**src/rtl/core_bus_arbiter.sv**
```systemverilog
// Two-master (instruction fetch / data) to single-memory-port arbiter.
// One transaction in flight: grant and latch, issue, wait for response, return it.
package core_bus_arbiter_pkg;
    localparam int unsigned ADDR_W  = 64;
    localparam int unsigned IDATA_W = 32;
    localparam int unsigned DDATA_W = 64;
    localparam int unsigned SIZE_W  = 3;
    localparam int unsigned STRB_W  = 8;

    typedef struct packed {
        logic              valid;
        logic [ADDR_W-1:0] addr;
    } ibus_req_t;

    typedef struct packed {
        logic               addr_ok;
        logic               data_ok;
        logic [IDATA_W-1:0] data;
    } ibus_resp_t;

    typedef struct packed {
        logic               valid;
        logic [ADDR_W-1:0]  addr;
        logic [SIZE_W-1:0]  size;
        logic [STRB_W-1:0]  strobe;
        logic [DDATA_W-1:0] data;
    } dbus_req_t;

    typedef struct packed {
        logic               addr_ok;
        logic               data_ok;
        logic [DDATA_W-1:0] data;
    } dbus_resp_t;
endpackage

module core_bus_arbiter
    import core_bus_arbiter_pkg::*;
#(
    parameter bit RR_ENABLE = 1'b1
) (
    input  logic               clk,
    input  logic               reset,
    input  ibus_req_t          ireq,
    output ibus_resp_t         iresp,
    input  dbus_req_t          dreq,
    output dbus_resp_t         dresp,
    output logic               mreq_valid,
    output logic               mreq_is_write,
    output logic [ADDR_W-1:0]  mreq_addr,
    output logic [SIZE_W-1:0]  mreq_size,
    output logic [STRB_W-1:0]  mreq_strobe,
    output logic [DDATA_W-1:0] mreq_data,
    input  logic               mreq_ready,
    input  logic               mresp_valid,
    input  logic [DDATA_W-1:0] mresp_data
);

    typedef enum logic [1:0] {
        S_IDLE = 2'd0,
        S_REQ  = 2'd1,
        S_WAIT = 2'd2,
        S_DONE = 2'd3
    } state_t;

    typedef enum logic {
        OWN_I = 1'b0,
        OWN_D = 1'b1
    } owner_t;

    localparam logic [SIZE_W-1:0] IFETCH_SIZE = SIZE_W'(2);

    state_t state;
    owner_t owner;
    owner_t last_owner;

    logic   grant_any_c;
    owner_t grant_c;

    // Grant selection; on contention either alternate away from last owner or favour dbus.
    always_comb begin
        grant_any_c = ireq.valid | dreq.valid;
        grant_c     = OWN_I;
        if (dreq.valid && !ireq.valid) begin
            grant_c = OWN_D;
        end else if (dreq.valid && ireq.valid) begin
            if (!RR_ENABLE || (last_owner == OWN_I)) begin
                grant_c = OWN_D;
            end else begin
                grant_c = OWN_I;
            end
        end
    end

    // Transaction FSM; the mreq_* registers double as the latched request.
    always_ff @(posedge clk) begin
        if (reset) begin
            state         <= S_IDLE;
            owner         <= OWN_I;
            last_owner    <= OWN_I;
            mreq_valid    <= 1'b0;
            mreq_is_write <= 1'b0;
            mreq_addr     <= '0;
            mreq_size     <= '0;
            mreq_strobe   <= '0;
            mreq_data     <= '0;
            iresp         <= '0;
            dresp         <= '0;
        end else begin
            iresp <= '0;
            dresp <= '0;
            case (state)
                S_IDLE: begin
                    if (grant_any_c) begin
                        owner      <= grant_c;
                        mreq_valid <= 1'b1;
                        state      <= S_REQ;
                        if (grant_c == OWN_D) begin
                            mreq_is_write <= |dreq.strobe;
                            mreq_addr     <= dreq.addr;
                            mreq_size     <= dreq.size;
                            mreq_strobe   <= dreq.strobe;
                            mreq_data     <= dreq.data;
                        end else begin
                            mreq_is_write <= 1'b0;
                            mreq_addr     <= ireq.addr;
                            mreq_size     <= IFETCH_SIZE;
                            mreq_strobe   <= '0;
                            mreq_data     <= '0;
                        end
                    end
                end
                S_REQ: begin
                    if (mreq_ready) begin
                        mreq_valid <= 1'b0;
                        state      <= S_WAIT;
                    end
                end
                S_WAIT: begin
                    if (mresp_valid) begin
                        state <= S_DONE;
                        if (owner == OWN_D) begin
                            dresp.addr_ok <= 1'b1;
                            dresp.data_ok <= 1'b1;
                            dresp.data    <= mresp_data;
                        end else begin
                            iresp.addr_ok <= 1'b1;
                            iresp.data_ok <= 1'b1;
                            iresp.data    <= mreq_addr[2] ? mresp_data[DDATA_W-1:IDATA_W]
                                                          : mresp_data[IDATA_W-1:0];
                        end
                    end
                end
                S_DONE: begin
                    last_owner <= owner;
                    state      <= S_IDLE;
                end
                default: begin
                    state <= S_IDLE;
                end
            endcase
        end
    end

    // A response never goes to both masters, and the request is only offered while issuing.
    a_one_owner: assert property (@(posedge clk) disable iff (reset)
        !(iresp.data_ok && dresp.data_ok));
    a_valid_in_req: assert property (@(posedge clk) disable iff (reset)
        mreq_valid |-> (state == S_REQ));

endmodule

```
**config.mk**
```make
export PLATFORM = sky130hd
export DESIGN_NAME = core_bus_arbiter
export DESIGN_NICKNAME = d
export VERILOG_FILES = /design/src/rtl/core_bus_arbiter.sv
export SDC_FILE = /design/constraint.sdc
export NUM_CORES = 1
export LEC_CHECK = 0
export BUFFER_PORTS_ARGS = -buffer_cell sky130_fd_sc_hd__buf_4
export CAP_MARGIN = 20
export CORE_AREA = 4 4 197 199
export CTS_CLUSTER_SIZE = 20
export DETAILED_ROUTE_END_ITERATION = 6
export DIE_AREA = 0 0 201 203
export SLEW_MARGIN = 25
export SYNTH_ARGS = -nofsm -noshare
export SYNTH_HDL_FRONTEND = slang
export SYNTH_SLANG_ARGS = --single-unit
```
**constraint.sdc**
```tcl
create_clock -name clk -period 1.7 [get_ports clk]
set_input_delay 0.255 -clock clk [delete_from_list [all_inputs] [get_ports clk]]
set_output_delay 0.255 -clock clk [all_outputs]
set_load 0.01 [all_outputs]
```
==> results of run 1 <==
-- cell usage in the layout (no fill, tap or decap), types with 8 or more instances in the layout --
cell and n:
a211oi_2 8, clkbuf_16 29, a211oi_1 56, buf_4 521, dfxtp_1 242, buf_12 15, dlygate4sd3_1 201, a21oi_1 67
a32oi_1 74, clkbuf_8 11, nor2_1 176, mux2i_1 34, nand2_1 67, and2_1 64
-- sequential cells by signal (all words and copies together) (netlist names), 2 cells and up --
register / count
dresp: 65
mreq_addr: 64
mreq_data: 64
iresp: 33
mreq_strobe: 8
mreq_size: 3
state: 2
-- power by group --
group / internal, mW / leakage [nW] / switching (mW)
Clock: 3.50 / 0.462 / 2.41
Combinational: 3.65 / 4.79 / 4.16
Sequential: 6.71 / 1.99 / 0.564
Total: 13.9 / 7.24 / 7.13
-- final cells by class --
class / count / share of cell area (%)
sequential: 243 / 30.3
clock inverter: 7 / 0.289
tap: 474 / 3.70
inverter: 5 / 0.117
multi-input combinational: 568 / 21.1
clock buffer: 45 / 5.45
timing repair buffer: 739 / 39.0
-- routing by layer --
| metal | vias to the layer above | GRT usage, % |
|---|---|---|
| li1 | 4490 | - |
| met1 | 4424 | 19.4 |
| met2 | 431 | 29.1 |
| met3 | 90 | 3.61 |
| met4 | 4 | 7.08 |
| met5 | - | 0 |
-- logic make-up (layout without fill, tap and decap cells) --
kind of cell	count (synthesis)	count (layout)	share of synthesized area [%]
muxes	34	34	3.95
AOI/OAI and AO/OA	215	215	18.5
buffers and inverters	91	796	4.66
and+or+nand+nor	315	315	15.8
adders and majority gates	4	4	0.581
DFF	243	243	56.5
-- through the flow --
step	power [mW]	setup TNS, ps	setup WS, ps	cells	instance area [um^2]
after floorplan	11.1	0	165	902	8610
after global placement	14.5	0	128	1827	13100
after detailed placement	14.6	0	68.7	1827	13100
after CTS	21.0	0	49.1	2080	16000
after global routing	22.1	-50.3	-19.2	2081	16000
final	21.0	0	74.3	2081	16000
-- timing repair --
| item | CTS | global route |
|---|---|---|
| hold buffers | 201 | 0 |
| setup buffers | 0 | 0 |
| hold endpoints to repair | 231 | 0 |
| endpoints found under the setup margin | 0 | 57 |
| gates resized for setup | 0 | 3 |
-- cell usage after synthesis, drive strengths merged --
master   number  share of area, %
o21ai         1              0.10
inv           5              0.22
nor2        176               7.7
o21a          2              0.17
a21boi        1              0.13
a22oi         1             0.087
a211o         1              0.10
nor3b         1             0.087
clkbuf       49               2.1
mux2i        34               4.0
a2111oi       1              0.10
a32oi        74               7.5
nand2        67               2.9
a21bo         1              0.12
nor4          2              0.15
buf          37               2.3
or3           1             0.073
a211oi       64               6.0
a21oi        67               3.9
ha            4              0.58
dfxtp       243                56
and2         64               4.6
o311a         1              0.12
o32ai         1              0.10
nand2b        4              0.29
-- critical path: cells and delay by family (launching register included) --
| family | cells | cell delay (ps) |
|---|---|---|
| simple gates | 3 | 660 |
| buf+inv | 2 | 320 |
| fa+ha+maj | 1 | 200 |
| flops | 1 | 340 |
-- worst max-delay path by stage --
stage | slack, ps | to | startpoint
2_1_floorplan | 170 | mreq_addr[51]$_SDFFE_PP0P_ | state[0]$_SDFFE_PP0P_
3_3_place_gp | 130 | iresp[4]$_SDFF_PP0_ | state[0]$_SDFFE_PP0P_
3_5_place_dp | 70 | mreq_addr[2]$_SDFFE_PP0P_ | state[0]$_SDFFE_PP0P_
4_1_cts | 50 | mreq_addr[32]$_SDFFE_PP0P_ | state[0]$_SDFFE_PP0P_
5_1_grt | -20 | mreq_addr[12]$_SDFFE_PP0P_ | state[0]$_SDFFE_PP0P_
6_report | 70 | iresp[4]$_SDFF_PP0_ | state[0]$_SDFFE_PP0P_
==> impl_metrics.csv, run 1 <==
group,metric,value,unit
placed_design,gp_congestion,0.848,
route,top_layer_used,"met5",
clock_network,cts_inserted_buffers,28,
min_path,hold_class,"in2reg",
sta,worstMarginPinSlew,546,ps
sta,setup_viol,0,
setup_path,r2r-end,"iresp[4]$_SDFF_PP0_",
run,maxCapViolations,0,
logic_synthesis,syn-instance-count,902,
sta,whs,36.8,ps
grt,antenna_found_initial,2,
pwr,leakage,7.24,nW
die,die_w,201,um
setup_path,end_kind,"flop",
setup_path,critical_path_required,2170,ps
route,via_per_inst,4.54,
run_status,run_status,"complete, no violations",
min_path,hold_depth,3,
sta,fin_worst_skew,18.8,ps
grt,grt_max_degree,84,
die,fp.dieArea,0.0408,mm^2
clock_network,clockBufferDepth,3,
die,num_io_pins,514,
route,firstDrtPassIters,5,
sta,rsz0062_at_grt,"yes",
logic_synthesis,yosys_warnings,0,
setup_path,cp_cell_sequence,"inv_1, ha_1, nand2_1, or3_1, buf_12, nor2_1",
setup_path,worst_ep_arrival_time,2100,ps
cells_and_area,register_area,0.00487,mm^2
cells_and_area,postLayoutCoreUtil,43.1,%
clock_network,cts.sinks,243,
sta,fin_crit_sh,95.6,%
logic_synthesis,syn-num-nets,1179,
sta,final.min_clock_period,1630,ps
sta,hold_violations,0,
setup_path,reg2regPathDepth,6,
logic_synthesis,synth_cell_types,28,
cells_and_area,multiInputGateArea,0.00338,mm^2
route,wl_met1,14400,um
die,start_util,23.1,%
route,route.met2.wl,18300,um
cells_and_area,syn_to_final_growth,86.2,%
route,drc_errors,0,
die,core_region_area,0.0372,mm^2
grt,grt_pass1_wl,55400,um
setup_path,slowest_stage,"or3_1",
sta,clock.fmax,0.615,GHz
cells_and_area,drive_above_1_share,37.3,%
min_path,hold_end,"mreq_addr[59]$_SDFFE_PP0P_",
logic_synthesis,synth-seq-cells,243,
sta,slew_headroom,63.3,%
route,vias,9439,
setup_path,path_max_fanout,33,
grt,grt_pass1_vias,9845,
placed_design,post-dp-hpwl,25000,um
logic_synthesis,syn_avg_cell_area,9.55,um^2
setup_path,r2r_start,"state[0]$_SDFFE_PP0P_",
clock_network,clk_latency,560,ps
die,die_h,203,um
setup_path,setup.worst_path.class,"reg2reg",
min_path,hp-start,"ireq[59]",
setup_path,crit_path_max_incr_delay,370,ps
route,drt-total-wl,36700,um
clock_network,htreeDepth,1,
logic_synthesis,ys_seq_area_share,56.5,%
cells_and_area,diodes,0,
setup_path,r2r_slack,70,ps
sta,drv_slew,0,
route,wl_met3,2480,um
placed_design,port-buffer-count,513,
route,wire_per_inst,17.6,um
die,row_count,71,
cells_and_area,nNetsFinal,1862,
route,antenna_left,0,
logic_synthesis,netlist_area,0.00861,mm^2
clock_network,cts_root_buf,"clkbuf_16",
clock_network,cts_tree,"yes",
pwr,p_per_area,1310,mW/mm^2
clock_network,clkTransAtPathRegs,60,ps
route,drt-initial-drc-count,394,
grt,grt_overflow,0,
cells_and_area,num-fill-cells,3453,
pwr,ir_worst_vdd,0.868,mV
setup_path,critPathLaunchType,"flop",
grt,grt_usage,16.5,%
Note: power is estimated with default switching activity, not from simulation.
==> run 2, diff against run 1 <==
Settings changed: REMOVE_ABC_BUFFERS set to 1.
==> impl_metrics.csv, run 2 (same netlist as run 1, synthesis figures left out) <==
group,metric,value,unit
clock_network,cts_tree,"yes",
min_path,hold_depth,3,
setup_path,r2r_slack,70,ps
sta,clock.fmax,0.612,GHz
sta,setup_viol,0,
pwr,p_per_area,1310,mW/mm^2
setup_path,path_max_fanout,34,
die,core_region_area,0.0372,mm^2
grt,grt_pass1_vias,10100,
setup_path,r2r_start,"state[1]$_SDFFE_PP0P_",
setup_path,worst_ep_arrival_time,1380,ps
pwr,clock_power_share,27.7,%
cells_and_area,register_area,0.00487,mm^2
clock_network,clkTransAtPathRegs,60,ps
min_path,hold_end,"mreq_addr[52]$_SDFFE_PP0P_",
cells_and_area,layout.cells.most_common,"buf_4",
clock_network,cts_inserted_buffers,27,
clock_network,cts.sinks,243,
pwr,leakage,7.20,nW
sta,drv_slew,0,
cells_and_area,postLayoutCoreUtil,42.9,%
sta,slew_headroom,63.8,%
sta,fin_crit_sh,96.1,%
setup_path,r2r-end,"mreq_addr[38]$_SDFFE_PP0P_",
cells_and_area,final_cell_mix,"buf_4, dfxtp_1, dlygate4sd3_1",
placed_design,post-dp-hpwl,27900,um
placed_design,port-buffer-count,513,
sta,final.min_clock_period,1630,ps
die,fp.dieArea,0.0408,mm^2
route,via_per_inst,4.58,
placed_design,pre_cts_ws,88.7,ps
run_status,run_status,"complete, no violations",
cells_and_area,final_cells,2084,
die,num_io_pins,514,
pwr,p_seq_share,35.0,%
sta,rsz0062_at_grt,"yes",
pwr,p_int,13.5,mW
grt,grt_pass1_wl,59800,um
run,maxCapViolations,0,
cells_and_area,syn_to_final_growth,85.5,%
clock_network,cts_root_buf,"clkbuf_16",
die,start_util,23.1,%
placed_design,dp_cells,1831,
grt,antenna_found_initial,4,
setup_path,reg2regPathDepth,6,
route,firstDrtPassIters,5,
sta,hold_violations,0,
sta,final.setup.tns,0,ps
pwr,combinationalPowerShare,37.3,%
cells_and_area,nNetsFinal,1863,
clock_network,clockBufferDepth,3,
route,wire_per_inst,19.3,um
die,die_h,203,um
route,antenna_left,0,
cells_and_area,multiInputGateArea,0.00340,mm^2
clock_network,htreeDepth,1,
sta,whs,18.2,ps
sta,fin_worst_skew,20.1,ps
setup_path,critPathLaunchType,"flop",
grt,grt_max_degree,68,
cells_and_area,largest_reg_flops,65,
route,drc_errors,0,
cells_and_area,drive_above_1_share,37.4,%
setup_path,setup.worst_path.class,"reg2out",
grt,grt_overflow,0,
setup_path,end_kind,"output pin",
cells_and_area,largest_register,"dresp",
min_path,hold_class,"in2reg",
route,drt-total-wl,40200,um
clock_network,postCtsSetupBuffers,0,
die,die_w,201,um
pwr,swShare,35.2,%
cells_and_area,num-fill-cells,3506,
route,vias,9554,
setup_path,critical_path_required,1440,ps
sta,fin_ws,66.4,ps
min_path,hp-start,"ireq[52]",
route,drt-initial-drc-count,445,
die,row_count,71,
pwr,ir_worst_vdd,0.930,mV
pwr,power_switching,7.36,mW
sta,worstMarginPinSlew,543,ps
clock_network,clk_latency,570,ps
cells_and_area,top_regs,"dresp: 65 flops, mreq_addr: 64 flops, mreq_data: 64 flops",
placed_design,gp_congestion,0.836,
grt,grt_usage,18.4,%
[run 2: cell types whose count changed in the layout (fill, tap and decap cells not counted), sizes merged]
| cell | delta |
|---|---|
| diode | +4 |
| dlygate4sd3 | -1 |
| inv | +1 |
| clkbuf | -6 |
| bufinv | +1 |
| buf | +4 |
[run 2: stage by stage]
step / total power [mW] / instance area (um^2)
after floorplan: 10.3 / 8230
after global placement: 14.7 / 13100
after detailed placement: 14.8 / 13100
after CTS: 21.0 / 16000
after global routing: 22.0 / 16000
final: 20.9 / 16000
[run 2: power by group through the flow]
stage          sequential [mW]  combinational, mW  clock (mW)
6_report                  7.32               7.79        5.78
5_1_grt                   7.41               8.44        6.15
4_1_cts                   7.31               7.77        5.89
3_5_place_dp              7.41               7.36           0
3_3_place_gp              7.38               7.28           0
2_1_floorplan             7.76               2.50           0
[run 2: worst max-delay path by stage]
| stage | startpoint | endpoint | slack [ps] | cells after the start |
|---|---|---|---|---|
| floorplan | state[0]$_SDFFE_PP0P_ | mreq_addr[48]$_SDFFE_PP0P_ | -2580 | 5 |
| global placement | state[0]$_SDFFE_PP0P_ | state[0]$_SDFFE_PP0P_ | 90 | 6 |
| detailed placement | state[0]$_SDFFE_PP0P_ | mreq_addr[38]$_SDFFE_PP0P_ | 90 | 6 |
| CTS | mreq_addr[2]$_SDFFE_PP0P_ | mreq_addr[2] | 50 | 2 |
| global route | state[0]$_SDFFE_PP0P_ | state[0]$_SDFFE_PP0P_ | -20 | 6 |
| finish | mreq_addr[2]$_SDFFE_PP0P_ | mreq_addr[2] | 70 | 2 |
[run 2: worst max-delay path, cell delays in order (launching register included)]
cell and delay, ps:
dfxtp_2 340, buf_12 250, buf_4 180
[run 2: timing repair]
action / 4_1_cts / 5_1_grt
hold endpoints to repair: 232 / 0
hold buffers: 200 / 0
endpoints found under the setup margin: 0 / 6
gates resized for setup: 0 / 4
[run 2: layout make-up]
type	count	area share [%]
clock buffers	40	4.85
flip-flops and latches	243	30.5
inverters	5	0.117
repair buffers	741	39.0
clock inverters	9	0.579
multi-input cells	568	21.3
well taps	474	3.71
diodes	4	0.0626
[run 2: metal layers]
layer	vias to the layer above	wire, um	GRT usage [%]	part of all wire, %
li1	4509	-	-	-
met1	4513	14700	19.6	37
met2	456	19900	32.6	49
met3	76	4090	7.68	10
met4	0	1570	6.91	3.9
met5	-	0	0	0
